==> src/rtl/atri_i2c_bus_mux.sv <==
// rtl/atri_i2c_bus_mux.sv - N-way I2C bus switch with idle-gated switching and stuck-bus recovery
module atri_i2c_bus_mux #(
    parameter int NUM_BUS        = 4,
    parameter int IDLE_TICKS     = 4,
    parameter int SETTLE_TICKS   = 8,
    parameter int TIMEOUT_TICKS  = 1000,
    parameter int HALF_TICKS     = 5,
    parameter int RECOVER_PULSES = 9
) (
    input  logic               clk_i,
    input  logic               rst_n_i,
    input  logic               MHz_CE_i,
    input  logic               ctl_wr_i,
    input  logic [7:0]         ctl_dat_i,
    output logic [7:0]         status_o,
    input  logic               scl_out_i,
    input  logic               sda_out_i,
    input  logic               scl_oen_i,
    input  logic               sda_oen_i,
    output logic               scl_in_o,
    output logic               sda_in_o,
    input  logic [NUM_BUS-1:0] scl_i,
    input  logic [NUM_BUS-1:0] sda_i,
    output logic [NUM_BUS-1:0] scl_oen_o,
    output logic [NUM_BUS-1:0] sda_oen_o
);

    typedef enum logic [2:0] {
        ST_CONNECTED,
        ST_WAIT_IDLE,
        ST_SWITCH,
        ST_SETTLE,
        ST_RECOVER,
        ST_STOP
    } state_t;

    state_t      state_q, state_d;
    logic [2:0]  sel_q, target_q;
    logic        rec_q;
    logic        err_range_q, err_busy_q, err_timeout_q, recover_fail_q;
    logic [15:0] idle_cnt_q, to_cnt_q, ph_cnt_q;
    logic [3:0]  pulse_cnt_q;
    logic        phase_hi_q;
    logic [1:0]  stop_ph_q;

    logic [7:0]  scl_ext, sda_ext;
    logic        scl_bus, sda_bus;
    logic        pass, range_bad, idle_cond;
    logic        idle_done, to_done, settle_end, half_end, pulse_last;
    logic        rec_scl, rec_sda, scl_drv, sda_drv;

    // Pad data is always 0 on open-drain lines; control bits [6:3] are reserved.
    logic unused_in;
    assign unused_in = scl_out_i ^ sda_out_i ^ (^ctl_dat_i[6:3]);

    // Widen bus inputs to 8 so the 3-bit select always indexes in range.
    always_comb begin
        scl_ext = 8'hFF;
        sda_ext = 8'hFF;
        for (int i = 0; i < NUM_BUS; i++) begin
            scl_ext[i] = scl_i[i];
            sda_ext[i] = sda_i[i];
        end
    end

    assign scl_bus    = scl_ext[sel_q];
    assign sda_bus    = sda_ext[sel_q];
    assign pass       = (state_q == ST_CONNECTED) || (state_q == ST_WAIT_IDLE);
    assign range_bad  = 32'(ctl_dat_i[2:0]) >= 32'(NUM_BUS);
    assign idle_cond  = scl_oen_i & sda_oen_i & scl_bus & sda_bus;
    assign idle_done  = (state_q == ST_WAIT_IDLE) && MHz_CE_i && idle_cond &&
                        (idle_cnt_q == 16'(IDLE_TICKS - 1));
    assign to_done    = (state_q == ST_WAIT_IDLE) && MHz_CE_i &&
                        (to_cnt_q == 16'(TIMEOUT_TICKS - 1));
    assign settle_end = (state_q == ST_SETTLE) && MHz_CE_i &&
                        (ph_cnt_q == 16'(SETTLE_TICKS - 1));
    assign half_end   = ((state_q == ST_RECOVER) || (state_q == ST_STOP)) && MHz_CE_i &&
                        (ph_cnt_q == 16'(HALF_TICKS - 1));
    assign pulse_last = (pulse_cnt_q == 4'(RECOVER_PULSES - 1));

    // State register; reset releases every line immediately.
    always_ff @(posedge clk_i or negedge rst_n_i) begin
        if (!rst_n_i) state_q <= ST_CONNECTED;
        else          state_q <= state_d;
    end

    // Next-state logic.
    always_comb begin
        state_d = state_q;
        case (state_q)
            ST_CONNECTED: if (ctl_wr_i && !range_bad) state_d = ST_WAIT_IDLE;
            ST_WAIT_IDLE: begin
                if (idle_done)    state_d = ST_SWITCH;
                else if (to_done) state_d = ST_CONNECTED;
            end
            ST_SWITCH:    state_d = rec_q ? ST_RECOVER : ST_SETTLE;
            ST_SETTLE:    if (settle_end) state_d = ST_CONNECTED;
            ST_RECOVER:   if (half_end && phase_hi_q && (sda_bus || pulse_last)) state_d = ST_STOP;
            ST_STOP:      if (half_end && (stop_ph_q == 2'd2)) state_d = ST_SETTLE;
            default:      state_d = ST_CONNECTED;
        endcase
    end

    // Control latch, sticky status, timers and recovery sequencing.
    always_ff @(posedge clk_i or negedge rst_n_i) begin
        if (!rst_n_i) begin
            sel_q          <= 3'd0;
            target_q       <= 3'd0;
            rec_q          <= 1'b0;
            err_range_q    <= 1'b0;
            err_busy_q     <= 1'b0;
            err_timeout_q  <= 1'b0;
            recover_fail_q <= 1'b0;
            idle_cnt_q     <= 16'd0;
            to_cnt_q       <= 16'd0;
            ph_cnt_q       <= 16'd0;
            pulse_cnt_q    <= 4'd0;
            phase_hi_q     <= 1'b0;
            stop_ph_q      <= 2'd0;
        end else begin
            if (ctl_wr_i) begin
                if (state_q == ST_CONNECTED) begin
                    err_busy_q     <= 1'b0;
                    err_timeout_q  <= 1'b0;
                    recover_fail_q <= 1'b0;
                    err_range_q    <= range_bad;
                    if (!range_bad) begin
                        target_q <= ctl_dat_i[2:0];
                        rec_q    <= ctl_dat_i[7];
                    end
                end else begin
                    err_busy_q <= 1'b1;
                end
            end
            if (state_q == ST_WAIT_IDLE) begin
                if (!idle_cond)    idle_cnt_q <= 16'd0;
                else if (MHz_CE_i) idle_cnt_q <= idle_cnt_q + 16'd1;
                if (MHz_CE_i)      to_cnt_q   <= to_cnt_q + 16'd1;
                if (to_done && !idle_done) err_timeout_q <= 1'b1;
            end else begin
                idle_cnt_q <= 16'd0;
                to_cnt_q   <= 16'd0;
            end
            if (state_q == ST_SWITCH) begin
                sel_q       <= target_q;
                phase_hi_q  <= 1'b0;
                pulse_cnt_q <= 4'd0;
                stop_ph_q   <= 2'd0;
            end
            // Phase timer restarts on every state change and every half period.
            if (state_d != state_q) ph_cnt_q <= 16'd0;
            else if (MHz_CE_i)      ph_cnt_q <= half_end ? 16'd0 : ph_cnt_q + 16'd1;
            if ((state_q == ST_RECOVER) && half_end) begin
                if (!phase_hi_q) begin
                    phase_hi_q <= 1'b1;
                end else if (!sda_bus) begin
                    pulse_cnt_q <= pulse_cnt_q + 4'd1;
                    phase_hi_q  <= 1'b0;
                    if (pulse_last) recover_fail_q <= 1'b1;
                end
            end
            if ((state_q == ST_STOP) && half_end) stop_ph_q <= stop_ph_q + 2'd1;
        end
    end

    // Line drive while the master is isolated: SCL toggling, then the STOP pattern.
    always_comb begin
        rec_scl = 1'b1;
        rec_sda = 1'b1;
        if (state_q == ST_RECOVER) begin
            rec_scl = phase_hi_q;
        end else if (state_q == ST_STOP) begin
            rec_scl = (stop_ph_q != 2'd0);
            rec_sda = (stop_ph_q == 2'd2);
        end
    end

    assign scl_drv  = pass ? scl_oen_i : rec_scl;
    assign sda_drv  = pass ? sda_oen_i : rec_sda;
    assign scl_in_o = pass ? scl_bus : 1'b1;
    assign sda_in_o = pass ? sda_bus : 1'b1;

    for (genvar i = 0; i < NUM_BUS; i++) begin : g_bus
        assign scl_oen_o[i] = (sel_q == 3'(i)) ? scl_drv : 1'b1;
        assign sda_oen_o[i] = (sel_q == 3'(i)) ? sda_drv : 1'b1;
    end

    assign status_o = {recover_fail_q, err_timeout_q, err_busy_q, err_range_q,
                       (state_q != ST_CONNECTED), sel_q};

endmodule

==> config.mk <==
export PLATFORM = sky130hd
export DESIGN_NAME = atri_i2c_bus_mux
export DESIGN_NICKNAME = d
export VERILOG_FILES = /design/src/rtl/atri_i2c_bus_mux.sv
export SDC_FILE = /design/constraint.sdc
export NUM_CORES = 1
export LEC_CHECK = 0
export ABC_AREA = 0
export CORE_ASPECT_RATIO = 0.6
export CORE_UTILIZATION = 40
export CTS_CLUSTER_SIZE = 10
export DETAILED_ROUTE_END_ITERATION = 10
export PLACE_DENSITY_LB_ADDON = 0.12
export SLEW_MARGIN = 0
export SYNTH_ARGS = -nofsm -noshare
export SYNTH_HDL_FRONTEND = slang
export SYNTH_SLANG_ARGS = --single-unit
==> constraint.sdc <==
create_clock -name clk_i -period 2.1 [get_ports clk_i]
set_input_delay 0.42 -clock clk_i [delete_from_list [all_inputs] [get_ports clk_i]]
set_output_delay 0.42 -clock clk_i [all_outputs]
set_load 0.05 [all_outputs]
; ---- Word-level counts from Yosys, hierarchy flattened
; Cells that the tools add are included.
[totals]
regBits = 69
latch_bits = 0
ram_bits = 0
romBits = 0
inputBits = 24
output_inout_bits = 18
elab_cells = 127
n_memories = 0
[op_classes]
add_sub_neg = 5
multipliers = 0
div_mod_pow = 0
order_cmp = 2
n_eq_ne = 17
shift = 0
muxes = 57
bitwise = 4
reduce_logical = 28
[ops]
columns = op, count
row1 = $mux W16, 8
row2 = $add A16 B1 Y16 const B, 3
row3 = $mux W1, 33
row4 = $eq A16 B3 Y1 const B, 2
row5 = $mux W3, 7
row6 = $pmux W3 S6, 1
row7 = $eq A16 B10 Y1 const B, 1
row8 = $eq A16 B2 Y1 const B, 1
row9 = $mux W4, 4
row10 = $logic_and A1 B1 Y1, 15
row11 = $eq A3 B2 Y1 const B, 4
row12 = $bmux W1 S3, 2
row13 = $eq A3 B1 Y1 const B, 2
row14 = $eq A3 B3 Y1 const B, 2
row15 = $logic_not A3 Y1, 2
row16 = $reduce_bool A2 Y1, 3
row17 = $add A4 B1 Y4 const B, 1
row18 = $eq A4 B4 Y1 const B, 1
row19 = $lt A3 B4 Y1 const B, 1
row20 = $mux W2, 2
row21 = $and A1 B1 Y1, 3
row22 = $ge A3 B3 Y1 const B, 1
row23 = $logic_or A1 B1 Y1, 3
row24 = $ne A3 B3 Y1, 1
row25 = other kinds (9), 10

; ---- Longest topological paths before layout
[depth]
depth_word = 10
mapped_depth = 8
mapped_depth_nobuf = 7

; ---- Least setup slack after synthesis
; Ideal clock, no wire load.
[synth_timing]
kind = reg2reg
startpoint = reg sel_q[0]
endpoint = reg ph_cnt_q[10]
setup_time_ps = 80
arrival_time_ps = 2121
required_time_ps = 2020
slack_ps = -102
path_stages_with_launch = 8
path_buffers = 2
synth_period_minus_slack_ps = 2202
path_cell_list = dfrtp_1 -> buf_6 -> mux4_2 -> nor2_2 -> nor4_2 -> a211o_4 -> buf_6 -> nor3_2
[synth_via]
elab_chain_cells = 10
word_cells_on_any_way = 16
classes_between = eq/ne (1) / mux (8) / bitwise (2) / reduce/logical (5)
[synth_lines]
columns = element, line
row1 = "start, declared", 38  ; logic [2:0] sel_q, target_q;
row2 = "start signal, assigned", 145  ; sel_q <= target_q;
row3 = $bmux W1 S3, 66  ; assign scl_bus = scl_ext[sel_q];
row4 = $mux W1 (implied by the code), 66
row5 = $and A1 B1 Y1 (2 in a row), 70  ; assign idle_cond = scl_oen_i & sda_oen_i & scl_bus & sda_bus;
row6 = $logic_and A1 B1 Y1 (2 in a row), 71  ; assign idle_done = (state_q == ST_WAIT_IDLE) && MHz_CE_i && idle_cond &&
row7 = $mux W3, 93  ; if (idle_done) state_d = ST_SWITCH;
row8 = $pmux W3 S6 *, 90  ; case (state_q)
row9 = $ne A3 B3 Y1 *, 151  ; if (state_d != state_q) ph_cnt_q <= 16'd0;
row10 = $mux W16 / $reduce_bool A2 Y1 (equally long branches), --
row11 = "end signal, assigned", 152  ; else if (MHz_CE_i) ph_cnt_q <= half_end ? 16'd0 : ph_cnt_q + 16'd1;
row12 = "end, declared", 41  ; logic [15:0] idle_cnt_q, to_cnt_q, ph_cnt_q;
; Every way passes the cells marked *; elsewhere a longest branch is shown, timed or not. The select of a mux whose other input is x is not followed.
; A chain may end at the register's enable or synchronous reset.

; ---- Worst setup path after layout
[layout_timing]
startpoint = reg stop_ph_q[0]
endpoint = out sda_oen_o[3]
[layout_via]
elab_chain_cells = 5
[layout_lines]
columns = element, line
row1 = "start, declared", 44  ; logic [1:0] stop_ph_q;
row2 = "start signal, assigned", 162  ; if ((state_q == ST_STOP) && half_end) stop_ph_q <= stop_ph_q + 2'd1;
row3 = $eq A2 B2 Y1, 174  ; rec_sda = (stop_ph_q == 2'd2);
row4 = $mux W1, 172  ; end else if (state_q == ST_STOP) begin
row5 = $mux W1, 170  ; if (state_q == ST_RECOVER) begin
row6 = $mux W1, 179  ; assign sda_drv = pass ? sda_oen_i : rec_sda;
row7 = $mux W1, 185  ; assign sda_oen_o[i] = (sel_q == 3'(i)) ? sda_drv : 1'b1;
row8 = "end, declared", 25  ; output logic [NUM_BUS-1:0] sda_oen_o
; No other way between the ends.

==> results.cfg <==
[critical_path]
slowest_delay_ps = 380
crit_path_cell_trace = inv_2 -> ha_2 -> o22a_1 -> nor3_2 -> buf_4 -> nand3_1 -> buf_6
crit_type = reg -> out
cp_top_family = flip-flops
crit_required_ps = 1680
path_buf_inv = 3
worstPathMaxFanout = 4
cp-start-kind = flip-flop
end_kind = output port
worstPathArrival_ps = 1670
crit_slowest_cell = dfrtp_1

[floorplan]
boundaryPins = 42
rows = 27
core_area_sq_um = 9260
fp.dieArea_sq_um = 10000
chipHeight_um = 78.0
die_w_um = 129
initial_core_util_pct = 41.6

[routing]
routed_wirelength_mm = 9.50
wl_per_cell_um = 15.2
vias = 3162
ant_nets = 0
first_iter_violations = 143
drtPass1Iterations = 4
drc_errors = 0
via_per_inst = 5.07

[finish]
seq_area_sq_um = 1730
area_growth_pct = 39.0
design_area_sq_um = 5350
layout.nets = 521
drive_gt1_share_pct = 32.2
fill_cells = 827
multi_input_area_sq_um = 2160
fin_cells = 624
diodes = 0

[power_and_ir_drop]
p_per_area_nw_per_um2 = 727
power.internal_w = 0.00280
p_leak_nw = 2.43
seq_power_share_pct = 41.1
ir_worst_vdd_mv = 0.495
clkPwrFrac_pct = 42.3
total_power_w = 0.00389
swShare_pct = 28.1
p_switching_w = 0.00109
combinationalPowerShare_pct = 16.6

[placement]
place_inst = 584
dpl_cell_area_sq_um = 4580
gp_congestion = 0.790
numPortBuffers = 35
hpwl_mm = 6.21

[clock_tree]
clk_latency_ps = 330
cts_inserted_buffers = 9
cts_root_buf = clkbuf_16
clkSinkCount = 69
cts_tree = yes
cts_buffer_depth = 2
htreeDepth = 3
clk_pin_slew_ps = 60

[grt]
grt_pass1_vias = 2968
grt_start_max_net_pins = 70
grt_pass1_wl_mm = 15.0
gr-total-overflow = 0
grt_use_total_pct = 19.2
antenna_found_initial = 0

[yosys]
syn-instance-count = 393
synth_warnings = 0
syn_nets = 425
synth-seq-area-share_pct = 44.8
async_flop_share_pct = 100
synth-seq-cells = 69
synth-edff-count = 0
synth_cell_types = 53
ys.flop_type = dfrtp_1
syn-cell-area_sq_um = 3850
syn_area_per_cell_sq_um = 9.80

[sta]
worst_slew_pin_slew_ps = 555
fmaxAchievable_mhz = 479
rsz0062_at_grt = yes
holdWs_ps = 98.1
report.final.slew_viol_count = 0
fin_crit_ps = 2090
hold_viol = 0
post-route-period-util_pct = 99.3
skew_ps = 8.34
relSlewSlack_pct = 62.7
setup_viol = 0

[outcome]
outcome = complete, no violations

[flow_run]
max-cap-violations = 0

[worst_hold_path]
hp-class = in -> async
==> stage by stage <==
step                      worst slack (ps)  utilization [%]  setup TNS (ps)
after floorplan                       37.8                -               0
after global placement                -356             49.5           -7870
after detailed placement              -381             49.5           -8610
after CTS                            -20.2             54.0           -56.7
after global routing                 -96.3             57.8            -583
final                                 14.2             57.8               0
==> cell type report <==
class	count	area share, %
timing repair buffer	102	17.7
clock buffer	9	4.21
multi-input combinational	297	40.3
tap	130	3.04
clock inverter	7	1.82
sequential	69	32.3
inverter	10	0.701
==> flip-flops by register name (all words and copies together) (netlist names) <==
signal and cells:
err_busy_q 1, err_range_q 1, err_timeout_q 1, idle_cnt_q 16
ph_cnt_q 16, phase_hi_q 1, pulse_cnt_q 4, rec_q 1
recover_fail_q 1, sel_q 3, state_q 3, stop_ph_q 2
target_q 3, to_cnt_q 16
==> synth_stat cells (8+ instances only) <==
library cell	count	area share, %
nand2_1	48	4.7
nor3_2	11	2.9
nor2_1	50	4.9
ha_1	8	2.6
nor3_1	19	2.5
and3_1	8	1.3
inv_1	10	0.97
mux2i_1	8	2.1
xnor2_1	19	4.3
nand4_1	16	2.6
dfrtp_1	69	45
nand3_1	11	1.4
xor2_1	23	5.2
nor4_1	11	1.8
mux2_2	8	2.3
==> kinds of logic after synthesis <==
group	count (synthesis)	synth area share, %
XOR/XNOR	42	9.55
multiplexers	17	5.00
buffers and inverters	28	3.93
adder cells (fa/ha/maj)	8	2.60
AO/OA/AOI/OAI	24	4.94
AND/OR/NAND/NOR	205	29.2
flip-flops	69	44.8
==> power by group through the flow <==
stage	registers, W	logic, W	clock network, W
final	0.00160	0.000644	0.00164
after global routing	0.00162	0.000710	0.00174
after CTS	0.00159	0.000572	0.00168
after detailed placement	0.00162	0.000539	0
after global placement	0.00161	0.000517	0
after floorplan	0.00159	0.000331	0
==> layout by cell type, fill, tap and decap left out, drive strengths merged, types with 4 or more instances in the layout <==
cell | synthesis | layout
nor2b | 4 | 4
o21ai | 5 | 5
mux2i | 8 | 8
inv | 10 | 11
mux2 | 8 | 8
a21oi | 5 | 5
clkdlybuf4s50 | 0 | 13
nor2 | 51 | 51
xor2 | 23 | 23
and3 | 8 | 8
dlymetal6s2s | 0 | 5
nand3 | 11 | 11
ha | 8 | 8
or3 | 4 | 4
buf | 12 | 81
nor4 | 13 | 13
clkbuf | 6 | 10
nand2 | 48 | 48
nand2b | 4 | 4
dfrtp | 69 | 69
nand4 | 19 | 19
nor3 | 30 | 30
xnor2 | 19 | 19
==> final timing paths <==
path / start / end / slack [ps] / cells after the start
max in group asynchronous: rst_n_i / sel_q[1]$_DFFE_PN0P_ / 1660 / 2
min in group clk_i: ctl_dat_i[2] / err_range_q$_DFFE_PN0P_ / 370 / 2
worst max register to register: sel_q[0]$_DFFE_PN0P_ / ph_cnt_q[5]$_DFFE_PN0P_ / 50 / 7
worst max-delay path: stop_ph_q[0]$_DFFE_PN0P_ / sda_oen_o[3] / 10 / 7
worst min register to register: pulse_cnt_q[3]$_DFF_PN0_ / pulse_cnt_q[3]$_DFF_PN0_ / 490 / 1
worst min-delay path: rst_n_i / to_cnt_q[12]$_DFFE_PN0P_ / 100 / 2
==> routing by layer <==
metal	GRT usage, %	share of wire, %	up-vias
met5	0	0	-
met3	4.57	3.8	2
met1	28.9	53	1547
met2	27.7	43	45
li1	-	-	1568
met4	4.00	0.084	0
==> what timing repair did <==
| action | in CTS | in global routing |
|---|---|---|
| hold buffers | 0 | 0 |
| endpoints found under the setup margin | 26 | 29 |
| pin swaps | 4 | 9 |
| endpoints found under the hold margin | 0 | 0 |
| buffers inserted | 4 | 16 |
| gates cloned | 1 | 3 |
| gates resized for setup | 16 | 43 |
Note: power is estimated with default switching activity, not from simulation.
